===== src/rtl/ddr_ctrl_pkg.sv =====
// Shared types and widths for the DDR command scheduler.
package ddr_ctrl_pkg;

    localparam int unsigned ROW_W  = 4;
    localparam int unsigned COL_W  = 12;
    localparam int unsigned DATA_W = 32;
    // Width of the shared timing down-counter; covers all timing parameters.
    localparam int unsigned CNT_W  = 8;

    typedef enum logic [2:0] {
        CmdNop       = 3'd0,
        CmdRead      = 3'd1,
        CmdWrite     = 3'd2,
        CmdPrecharge = 3'd3,
        CmdActivate  = 3'd4,
        CmdRefresh   = 3'd5
    } cmd_e;

    typedef enum logic [3:0] {
        StInit,
        StIdle,
        StPre,
        StWaitRp,
        StAct,
        StWaitRcd,
        StRdWr,
        StRdWait,
        StRef,
        StWaitRfc
    } state_e;

endpackage


===== src/rtl/ddr_refresh_timer.sv =====
// Free-running refresh interval counter. Raises a sticky pending flag once per
// interval; the scheduler clears it when it issues REFRESH.
module ddr_refresh_timer #(
    parameter int unsigned REF_INTERVAL = 64
) (
    input  logic clk,
    input  logic rst_n,
    input  logic ref_ack_i,
    output logic ref_set_o,
    output logic ref_pending_o
);

    localparam int unsigned CW = (REF_INTERVAL > 1) ? $clog2(REF_INTERVAL) : 1;

    logic [CW-1:0] cnt_q, cnt_d;
    logic          pending_q, pending_d;

    assign ref_set_o     = (cnt_q == CW'(REF_INTERVAL - 1));
    assign ref_pending_o = pending_q;

    // Wrap the counter at the interval end; a new set beats a same-cycle ack.
    always_comb begin
        cnt_d     = ref_set_o ? '0 : cnt_q + CW'(1);
        pending_d = pending_q;
        if (ref_ack_i) pending_d = 1'b0;
        if (ref_set_o) pending_d = 1'b1;
    end

    // Counter and pending flag registers.
    always_ff @(posedge clk or negedge rst_n) begin
        if (!rst_n) begin
            cnt_q     <= '0;
            pending_q <= 1'b0;
        end else begin
            cnt_q     <= cnt_d;
            pending_q <= pending_d;
        end
    end

endmodule


===== src/rtl/ddr_cmd_ctrl.sv =====
// Single-bank DDR command scheduler: open-row policy, periodic refresh,
// one outstanding host request, all outputs registered.
module ddr_cmd_ctrl
    import ddr_ctrl_pkg::*;
#(
    parameter int unsigned T_RCD        = 2,
    parameter int unsigned T_RP         = 2,
    parameter int unsigned T_RFC        = 4,
    parameter int unsigned CL           = 2,
    parameter int unsigned REF_INTERVAL = 64,
    parameter int unsigned INIT_CYC     = 8   // must be >= 2
) (
    input  logic              clk,
    input  logic              rst_n,
    input  logic              req_valid,
    output logic              req_ready,
    input  logic              req_we,
    input  logic [ROW_W-1:0]  req_row,
    input  logic [COL_W-1:0]  req_col,
    input  logic [DATA_W-1:0] req_wdata,
    output logic              rsp_valid,
    output logic [DATA_W-1:0] rsp_rdata,
    output logic [2:0]        cmd,
    output logic [ROW_W-1:0]  ra,
    output logic [COL_W-1:0]  ca,
    output logic [DATA_W-1:0] dq_out,
    output logic              dq_oe,
    output logic              r_w_enable,
    input  logic [DATA_W-1:0] dq_in
);

    // Counter loads: a wait state lasting N cycles is loaded with N-1.
    // INIT ends one edge early so req_ready rises on the INIT_CYC-th edge.
    localparam logic [CNT_W-1:0] InitLoad = CNT_W'(INIT_CYC - 2);
    localparam logic [CNT_W-1:0] RcdLoad  = CNT_W'(T_RCD - 2);
    localparam logic [CNT_W-1:0] RpLoad   = CNT_W'(T_RP - 2);
    localparam logic [CNT_W-1:0] RfcLoad  = CNT_W'(T_RFC - 1);
    localparam logic [CNT_W-1:0] ClLoad   = CNT_W'(CL);

    state_e            state_q, state_d;
    logic [CNT_W-1:0]  wait_q, wait_d;
    logic              we_q, ref_pre_q, open_q;
    logic [ROW_W-1:0]  row_q, open_row_q;
    logic [COL_W-1:0]  col_q;
    logic [DATA_W-1:0] wdata_q;

    cmd_e              cmd_q, cmd_d;
    logic [ROW_W-1:0]  ra_q, ra_d;
    logic [COL_W-1:0]  ca_q, ca_d;
    logic [DATA_W-1:0] dq_out_q, dq_out_d, rsp_rdata_q, rsp_rdata_d;
    logic              dq_oe_q, dq_oe_d, r_w_q, r_w_d;
    logic              ready_q, ready_d, rsp_valid_q, rsp_valid_d;

    logic ref_set, ref_pending, accept, wait_done;

    assign accept    = req_valid && ready_q;
    assign wait_done = (wait_q == '0);

    ddr_refresh_timer #(
        .REF_INTERVAL (REF_INTERVAL)
    ) u_ref_timer (
        .clk           (clk),
        .rst_n         (rst_n),
        .ref_ack_i     (state_q == StRef),
        .ref_set_o     (ref_set),
        .ref_pending_o (ref_pending)
    );

    // State and timing counter registers.
    always_ff @(posedge clk or negedge rst_n) begin
        if (!rst_n) begin
            state_q <= StInit;
            wait_q  <= InitLoad;
        end else begin
            state_q <= state_d;
            wait_q  <= wait_d;
        end
    end

    // Next-state: refresh is only taken from IDLE, so it never splits a request.
    always_comb begin
        state_d = state_q;
        wait_d  = wait_q;
        unique case (state_q)
            StInit: begin
                if (wait_done) state_d = StIdle;
                else           wait_d  = wait_q - CNT_W'(1);
            end
            StIdle: begin
                if (ref_pending) begin
                    state_d = open_q ? StPre : StRef;
                end else if (accept) begin
                    if (!open_q)                   state_d = StAct;
                    else if (req_row == open_row_q) state_d = StRdWr;
                    else                           state_d = StPre;
                end
            end
            StPre: begin
                state_d = StWaitRp;
                wait_d  = RpLoad;
            end
            StWaitRp: begin
                if (wait_done) state_d = ref_pre_q ? StRef : StAct;
                else           wait_d  = wait_q - CNT_W'(1);
            end
            StAct: begin
                state_d = StWaitRcd;
                wait_d  = RcdLoad;
            end
            StWaitRcd: begin
                if (wait_done) state_d = StRdWr;
                else           wait_d  = wait_q - CNT_W'(1);
            end
            StRdWr: begin
                if (we_q) begin
                    state_d = StIdle;
                end else begin
                    state_d = StRdWait;
                    wait_d  = ClLoad;
                end
            end
            StRdWait: begin
                if (wait_done) state_d = StIdle;
                else           wait_d  = wait_q - CNT_W'(1);
            end
            StRef: begin
                state_d = StWaitRfc;
                wait_d  = RfcLoad;
            end
            StWaitRfc: begin
                if (wait_done) state_d = StIdle;
                else           wait_d  = wait_q - CNT_W'(1);
            end
            default: state_d = StInit;
        endcase
    end

    // Capture the accepted request and track which row is open.
    always_ff @(posedge clk or negedge rst_n) begin
        if (!rst_n) begin
            we_q       <= 1'b0;
            row_q      <= '0;
            col_q      <= '0;
            wdata_q    <= '0;
            ref_pre_q  <= 1'b0;
            open_q     <= 1'b0;
            open_row_q <= '0;
        end else begin
            if (state_q == StIdle) begin
                if (ref_pending) begin
                    ref_pre_q <= open_q;
                end else if (accept) begin
                    we_q      <= req_we;
                    row_q     <= req_row;
                    col_q     <= req_col;
                    wdata_q   <= req_wdata;
                    ref_pre_q <= 1'b0;
                end
            end
            if (state_q == StAct) begin
                open_q     <= 1'b1;
                open_row_q <= row_q;
            end
            if (state_q == StPre || state_q == StRef) open_q <= 1'b0;
        end
    end

    // Output decode: each command state lasts one cycle, so commands are one-cycle pulses.
    always_comb begin
        cmd_d       = CmdNop;
        ra_d        = ra_q;
        ca_d        = ca_q;
        dq_out_d    = '0;
        dq_oe_d     = 1'b0;
        r_w_d       = 1'b0;
        ready_d     = 1'b0;
        rsp_valid_d = 1'b0;
        rsp_rdata_d = rsp_rdata_q;
        unique case (state_q)
            StIdle: ready_d = !accept && !ref_pending && !ref_set;
            StPre: begin
                cmd_d = CmdPrecharge;
                ra_d  = open_row_q;
            end
            StAct: begin
                cmd_d = CmdActivate;
                ra_d  = row_q;
            end
            StRdWr: begin
                ra_d = row_q;
                ca_d = col_q;
                if (we_q) begin
                    cmd_d    = CmdWrite;
                    dq_out_d = wdata_q;
                    dq_oe_d  = 1'b1;
                end else begin
                    cmd_d = CmdRead;
                    r_w_d = 1'b1;
                end
            end
            StRdWait: begin
                r_w_d = 1'b1;
                if (wait_done) begin
                    rsp_valid_d = 1'b1;
                    rsp_rdata_d = dq_in;
                end
            end
            StRef: cmd_d = CmdRefresh;
            default: ;
        endcase
    end

    // Output registers.
    always_ff @(posedge clk or negedge rst_n) begin
        if (!rst_n) begin
            cmd_q       <= CmdNop;
            ra_q        <= '0;
            ca_q        <= '0;
            dq_out_q    <= '0;
            dq_oe_q     <= 1'b0;
            r_w_q       <= 1'b0;
            ready_q     <= 1'b0;
            rsp_valid_q <= 1'b0;
            rsp_rdata_q <= '0;
        end else begin
            cmd_q       <= cmd_d;
            ra_q        <= ra_d;
            ca_q        <= ca_d;
            dq_out_q    <= dq_out_d;
            dq_oe_q     <= dq_oe_d;
            r_w_q       <= r_w_d;
            ready_q     <= ready_d;
            rsp_valid_q <= rsp_valid_d;
            rsp_rdata_q <= rsp_rdata_d;
        end
    end

    assign cmd        = cmd_q;
    assign ra         = ra_q;
    assign ca         = ca_q;
    assign dq_out     = dq_out_q;
    assign dq_oe      = dq_oe_q;
    assign r_w_enable = r_w_q;
    assign req_ready  = ready_q;
    assign rsp_valid  = rsp_valid_q;
    assign rsp_rdata  = rsp_rdata_q;

endmodule


===== config.mk =====
export PLATFORM = sky130hd
export DESIGN_NAME = ddr_cmd_ctrl
export DESIGN_NICKNAME = d
export VERILOG_FILES = /design/src/rtl/ddr_ctrl_pkg.sv /design/src/rtl/ddr_refresh_timer.sv /design/src/rtl/ddr_cmd_ctrl.sv
export SDC_FILE = /design/constraint.sdc
export NUM_CORES = 1
export LEC_CHECK = 0
export ABC_AREA = 1
export CELL_PAD_IN_SITES_DETAIL_PLACEMENT = 2
export CELL_PAD_IN_SITES_GLOBAL_PLACEMENT = 2
export CORE_MARGIN = 1.5
export CORE_UTILIZATION = 28
export DETAILED_ROUTE_END_ITERATION = 7
export GPL_ROUTABILITY_DRIVEN = 1
export PLACE_DENSITY = 0.86
export REMOVE_ABC_BUFFERS = 1
export SYNTH_ARGS = -nofsm -noshare
export SYNTH_HDL_FRONTEND = slang
export SYNTH_HIERARCHICAL = 1
export SYNTH_SLANG_ARGS = --single-unit

===== constraint.sdc =====
create_clock -name clk -period 1.95 [get_ports clk]
set_clock_uncertainty 0.05 [all_clocks]
set_input_delay 0.195 -clock clk [delete_from_list [all_inputs] [get_ports clk]]
set_output_delay 0.195 -clock clk [all_outputs]
set_load 0.02 [all_outputs]

-- After elaboration in Yosys (flattened, before gate mapping)
Index checks and enable logic that the tools add are counted.
- bits in registers: 161
- latch bits: 0
- bits in writable memories: 0
- memory bits (read-only): 0
- bits of input ports: 84
- output and inout port bits: 87
- word-level logic and storage cells: 96
- memories kept: 0
- add/sub/neg operators: 2
- multipliers: 0
- divide/modulo/power cells: 0
- $lt $le $gt $ge: 0
- equality and inequality tests: 17
- shift operators: 0
- multiplexer cells: 33
- bitwise operators: 1
- reduce and logical (&&, ||, !) cells: 23
- operator list (operator ; number):
    $mux 32 ; 2
    $pmux 4 s8 ; 1
    $pmux 8 s4 ; 1
    $mux 4 ; 7
    $eq 4x3->1 const B ; 4
    $mux 8 ; 2
    $mux 1 ; 12
    $pmux 3 s4 ; 1
    $mux 3 ; 3
    $eq 4x2->1 const B ; 2
    $eq 4x4->1 const B ; 2
    $logic_not 8->1 ; 1
    $ne 2x2->1 const B ; 4
    $pmux 4 s2 ; 1
    $reduce_bool 2->1 ; 4
    $sub 8x1->8 const B ; 1
    $add 6x1->6 const B ; 1
    $eq 6x6->1 const B ; 1
    $mux 6 ; 1
    $reduce_and 3->1 ; 2
    $reduce_or 5->1 ; 1
    $eq 4x1->1 const B ; 1
    $eq 4x4->1 ; 1
    $logic_not 4->1 ; 1
    other kinds (13) ; 19

-- Logic depth before layout (Yosys ltp)
- depth after elaboration: 6
- depth in mapped cells: 11
- mapped depth without buffers: 10

-- Cells and area by module
The synthesis kept the hierarchy.
- by module, submodules not included (module ; instances ; cells each ; area an instance (um2) ; sequential area each (um2)):
    ddr_cmd_ctrl ; 1 ; 724 ; 6251.0 ; 3856.2
    ddr_refresh_timer ; 1 ; 26 ; 296.5 ; 175.2

-- Least setup slack after synthesis
No wires, ideal clock.
- kind: flip-flop to flip-flop
- start point: reg wait_q[1]
- end point: reg rsp_rdata_q[10], in the netlist rsp_rdata[10]
- library setup time: 66 ps
- data arrival time: 1426 ps
- data required time: 1834 ps
- setup slack: 408 ps
- cell stages (with the launch flop): 9
- buffers on the path: 1
- clock period less this slack: 1542 ps
- cells stage by stage: dfstp_2 -> inv_1 -> ha_1 -> nand2_1 -> nor2_2 -> nand3_2 -> clkbuf_1 -> nand2_1 -> nand2_1
- cells in the longest elaborated chain, start to end: 2
- ends and longest elaborated chain (element ; RTL line ; RTL):
    start, declared ; ddr_cmd_ctrl.sv:41 ; logic [CNT_W-1:0] wait_q, wait_d;
    start signal, assigned ; ddr_cmd_ctrl.sv:73 ; wait_q <= InitLoad;
    start signal, assigned ; ddr_cmd_ctrl.sv:76 ; wait_q <= wait_d;
    $logic_not 8->1 ; ddr_cmd_ctrl.sv:57 ; assign wait_done = (wait_q == '0);
    $reduce_and 2->1 (no line) ; - ;
    end signal, assigned ; ddr_cmd_ctrl.sv:234 ; rsp_rdata_q <= rsp_rdata_d;
    end, declared ; ddr_cmd_ctrl.sv:50 ; logic [DATA_W-1:0] dq_out_q, dq_out_d, rsp_rdata_q, rsp_rdata_d;
Every way passes these cells.
A chain may end at the register's enable or synchronous reset.

-- Worst setup path after layout
- start point: reg state_q[1]
- end point: reg wait_q[4]
- cells in the longest elaborated chain, start to end: 4
- elaborated cells on any way between the ends: 16
- those cells by class: eq/ne (10); mux (1); reduce/logical (5)
- ends and longest elaborated chain (element ; RTL line ; RTL):
    start, declared ; ddr_cmd_ctrl.sv:40 ; state_e state_q, state_d;
    start signal, assigned ; ddr_cmd_ctrl.sv:72 ; state_q <= StInit;
    start signal, assigned ; ddr_cmd_ctrl.sv:75 ; state_q <= state_d;
    $eq 4x4->1 (tied with other cells) ; ddr_cmd_ctrl.sv:84 ; unique case (state_q)
    $reduce_or 5->1 (no line) or $reduce_or 2->1 (tied branches) ; - ;
    $ne 2x2->1 (no line) or $reduce_bool 4->1 (tied branches) ; - ;
    $reduce_and 3->1 (no line) ; - ;
Several ways; a longest one is shown, not always the timed one.

==> impl_metrics.tcl <==
set metrics [dict create \
    status "completed" \
    power.static_leakage_nw 4.58 \
    synthMostInstantiatedCell "nand2_1" \
    filler_cells_inserted 2499 \
    timing.slew.headroom 0.693 \
    synth.yosys.warnings 6 \
    critical_path_class "flip-flop to flip-flop" \
    grt_pass1_vias 6168 \
    synthDistinctLibCells 26 \
    cts_tree "built" \
    irDropWorstVdd_mv 0.600 \
    max_freq_mhz 557 \
    top_metal_used "met4" \
    register_area_mm2 0.00403 \
    num_antenna_cells 0 \
    totalWireLength_um 20400 \
    met2_length_um 10100 \
    die_h_um 156 \
    final.setup.tns_ps 0 \
    setup.worst_path.start_class "flip-flop" \
    grt_antenna_before_repair 1 \
    final_period_minus_worst_setup_slack_ps 1800 \
    core-area_mm2 0.0228 \
    asyncSetResetFlopFracSynth 1.00 \
    synthDominantCellAreaShare 0.608 \
    drc 0 \
    clock_tree.buffer_depth 2 \
    critPathMaxFanout 9 \
    synthCells 750 \
    worst-r2r-cell-count 8 \
    clock_tree.htree_level_count 4 \
    gpl.final_weighted_congestion 0.758 \
    layout_worst_path_cycle_share 0.921 \
    track_usage 0.176 \
    syn_to_final_growth_pct 41.9 \
    initial_core_util 0.287 \
    avgRoutedWirePerCell_um 16.3 \
    timing.critical_path.required_ps 2260 \
    worst_hold_path_type "input pin to async pin" \
    drtAntennaViolNets 0 \
    final_area_mm2 0.00929 \
    post_dp_cell_area_mm2 0.00870 \
    worst_slack_ps 154 \
    reg2reg_from "state_q[1]$_DFFE_PN0P_" \
    worst_r2r_endpoint "wait_q[4]$_DFFE_PN0P_" \
    final-hold-violation-count 0 \
    multi_input_comb_area_mm2 0.00210 \
    overflow_after_grt 0 \
    pre_cts_slack_ps 168 \
    power_density_mw_per_mm2 1480 \
    netlist_top_cells_area "dfrtp_1, nand2_1, inv_1" \
    post_synthesis_sequential_element_count 161 \
    final-max-slew-violation-count 0 \
    port-buffer-count 170 \
    rrSetupSlack_ps 150 \
    detailroute.via_count 5613 \
    vias_per_cell 4.48 \
    synth_edf_count 0 \
    floorplan_die_width_um 156 \
    post_route_cells_drive_above_1_share 0.0776 \
    post_synth_instance_area_mm2 0.00655 \
    synth_top_flop_cell "dfrtp_1" \
    num_rows 55 \
    critical_path_arrival_ps 2100 \
    syn-mean-instance-area_um2 8.73 \
    synth-seq-area-share 0.616 \
    final_core_utilization 0.408 \
    drt-pass1-iter-count 4 \
    setup.worst_path.end_class "flip-flop" \
    routedLengthMet1_um 9080 \
    die-area_mm2 0.0243 \
    yosysTopAreaCell "dfrtp_1" \
    number_of_placed_i_o_pins 171 \
    grt_first_pass_wirelength_um 33200 \
    clkSinkCount 161 \
    setup_repair_after_global_routing_missed_its_margin "false" \
    hpwl_um 14500 \
    whs_ps 229 \
    nNetsFinal 1016 \
    cts.clk_slew.worst_paths_ps 70 \
    met3RoutedLength_um 1130 \
    grt_start_max_net_pins 62 \
    cts_root_buffer "clkbuf_16" \
    ys_top_cells_by_count "nand2_1, dfrtp_1, inv_1" \
    max_cap_violations 0 \
    detail_route.iter0.violations 131 \
    numCtsBuffers 17 \
    setup_viol 0 \
    tightestPinTransition_ps 460 \
    worstSkewPairLatency_ps 420 \
]
## what timing repair did
item                                   4_1_cts  5_1_grt
hold buffers                                 1        0
resized for setup                            0        2
endpoints found under the hold margin       38        0
setup buffers                                0        0
setup endpoints to repair                    0        3
## state kept, by name, summed over array words and instances (netlist names), 3 cells and up
signal             count
dq_out                32
state_q                4
cmd                    3
ca                    12
row_q                  4
ra                     4
wdata_q               32
wait_q                 8
col_q                 12
u_ref_timer/cnt_q      6
rsp_rdata             32
open_row_q             4
## routing by layer
layer / global-route usage / up-vias
met5: 0 / -
met4: 0.0408 / 0
met3: 0.0464 / 10
met2: 0.303 / 137
met1: 0.219 / 2820
li1: - / 2646
## layout by cell type (no fill, tap or decap), types with 5 or more instances in the layout
master and n:
inv_1 72, buf_12 5, o21ai_0 31, a21oi_1 6, buf_4 12, clkdlybuf4s50_1 169, o21ai_1 27, nor2_2 7
dfrtp_1 159, clkbuf_16 17, nand2_1 308, xor2_1 5, nor2_1 57, nand3_1 19
## worst max-delay path, stage by stage, from the launching register on
cell and delay (ps):
dfrtp_1 440, buf_4 180, o21ai_0 220, nand2_1 110, nor2_2 230, nand2_2 200
nand2_4 170, nand2_1 80, nand2_1 60
## power by group
part	leakage, nW	internal (mW)	switching (mW)	total, mW
Combinational	2.32	2.09	3.20	5.29
Sequential	1.99	4.46	0.686	5.14
Clock	0.272	1.92	1.42	3.34
## cell type report
cell class                      count  share of cell area
Timing Repair Buffer              188               0.205
Inverter                           76              0.0307
Clock inverter                     11              0.0141
Clock buffer                       19              0.0477
Sequential cell                   161               0.434
Tap cell                          313              0.0422
Multi-Input combinational cell    486               0.226
## worst max path at each step
stage | start | endpoint | slack, ps
after floorplan | state_q[1]$_DFFE_PN0P_ | state_q[2]$_DFFE_PN0P_ | -400
after global routing | wait_q[0]$_DFFE_PN0P_ | state_q[2]$_DFFE_PN0P_ | 20
after CTS | wait_q[0]$_DFFE_PN0P_ | wait_q[4]$_DFFE_PN0P_ | 120
after global placement | wait_q[0]$_DFFE_PN0P_ | state_q[3]$_DFFE_PN0P_ | 200
after detailed placement | wait_q[0]$_DFFE_PN0P_ | wait_q[5]$_DFFE_PN0P_ | 170
final | state_q[1]$_DFFE_PN0P_ | wait_q[4]$_DFFE_PN0P_ | 150
## kinds of logic after synthesis
family | count (synthesis) | synth area share
AO/OA/AOI/OAI | 70 | 0.0552
XOR/XNOR | 6 | 0.00803
flip-flops | 161 | 0.616
buffers and inverters | 103 | 0.0646
AND/OR/NAND/NOR | 408 | 0.253
adder cells (fa/ha/maj) | 2 | 0.00382
## through the flow
step / total power, mW / cells
after global routing: 14.7 / 1254
after floorplan: 8.03 / 723
after global placement: 10.1 / 1223
final: 13.8 / 1254
after detailed placement: 10.5 / 1223
after CTS: 14.0 / 1254
Note: power is estimated with default switching activity, not from simulation.
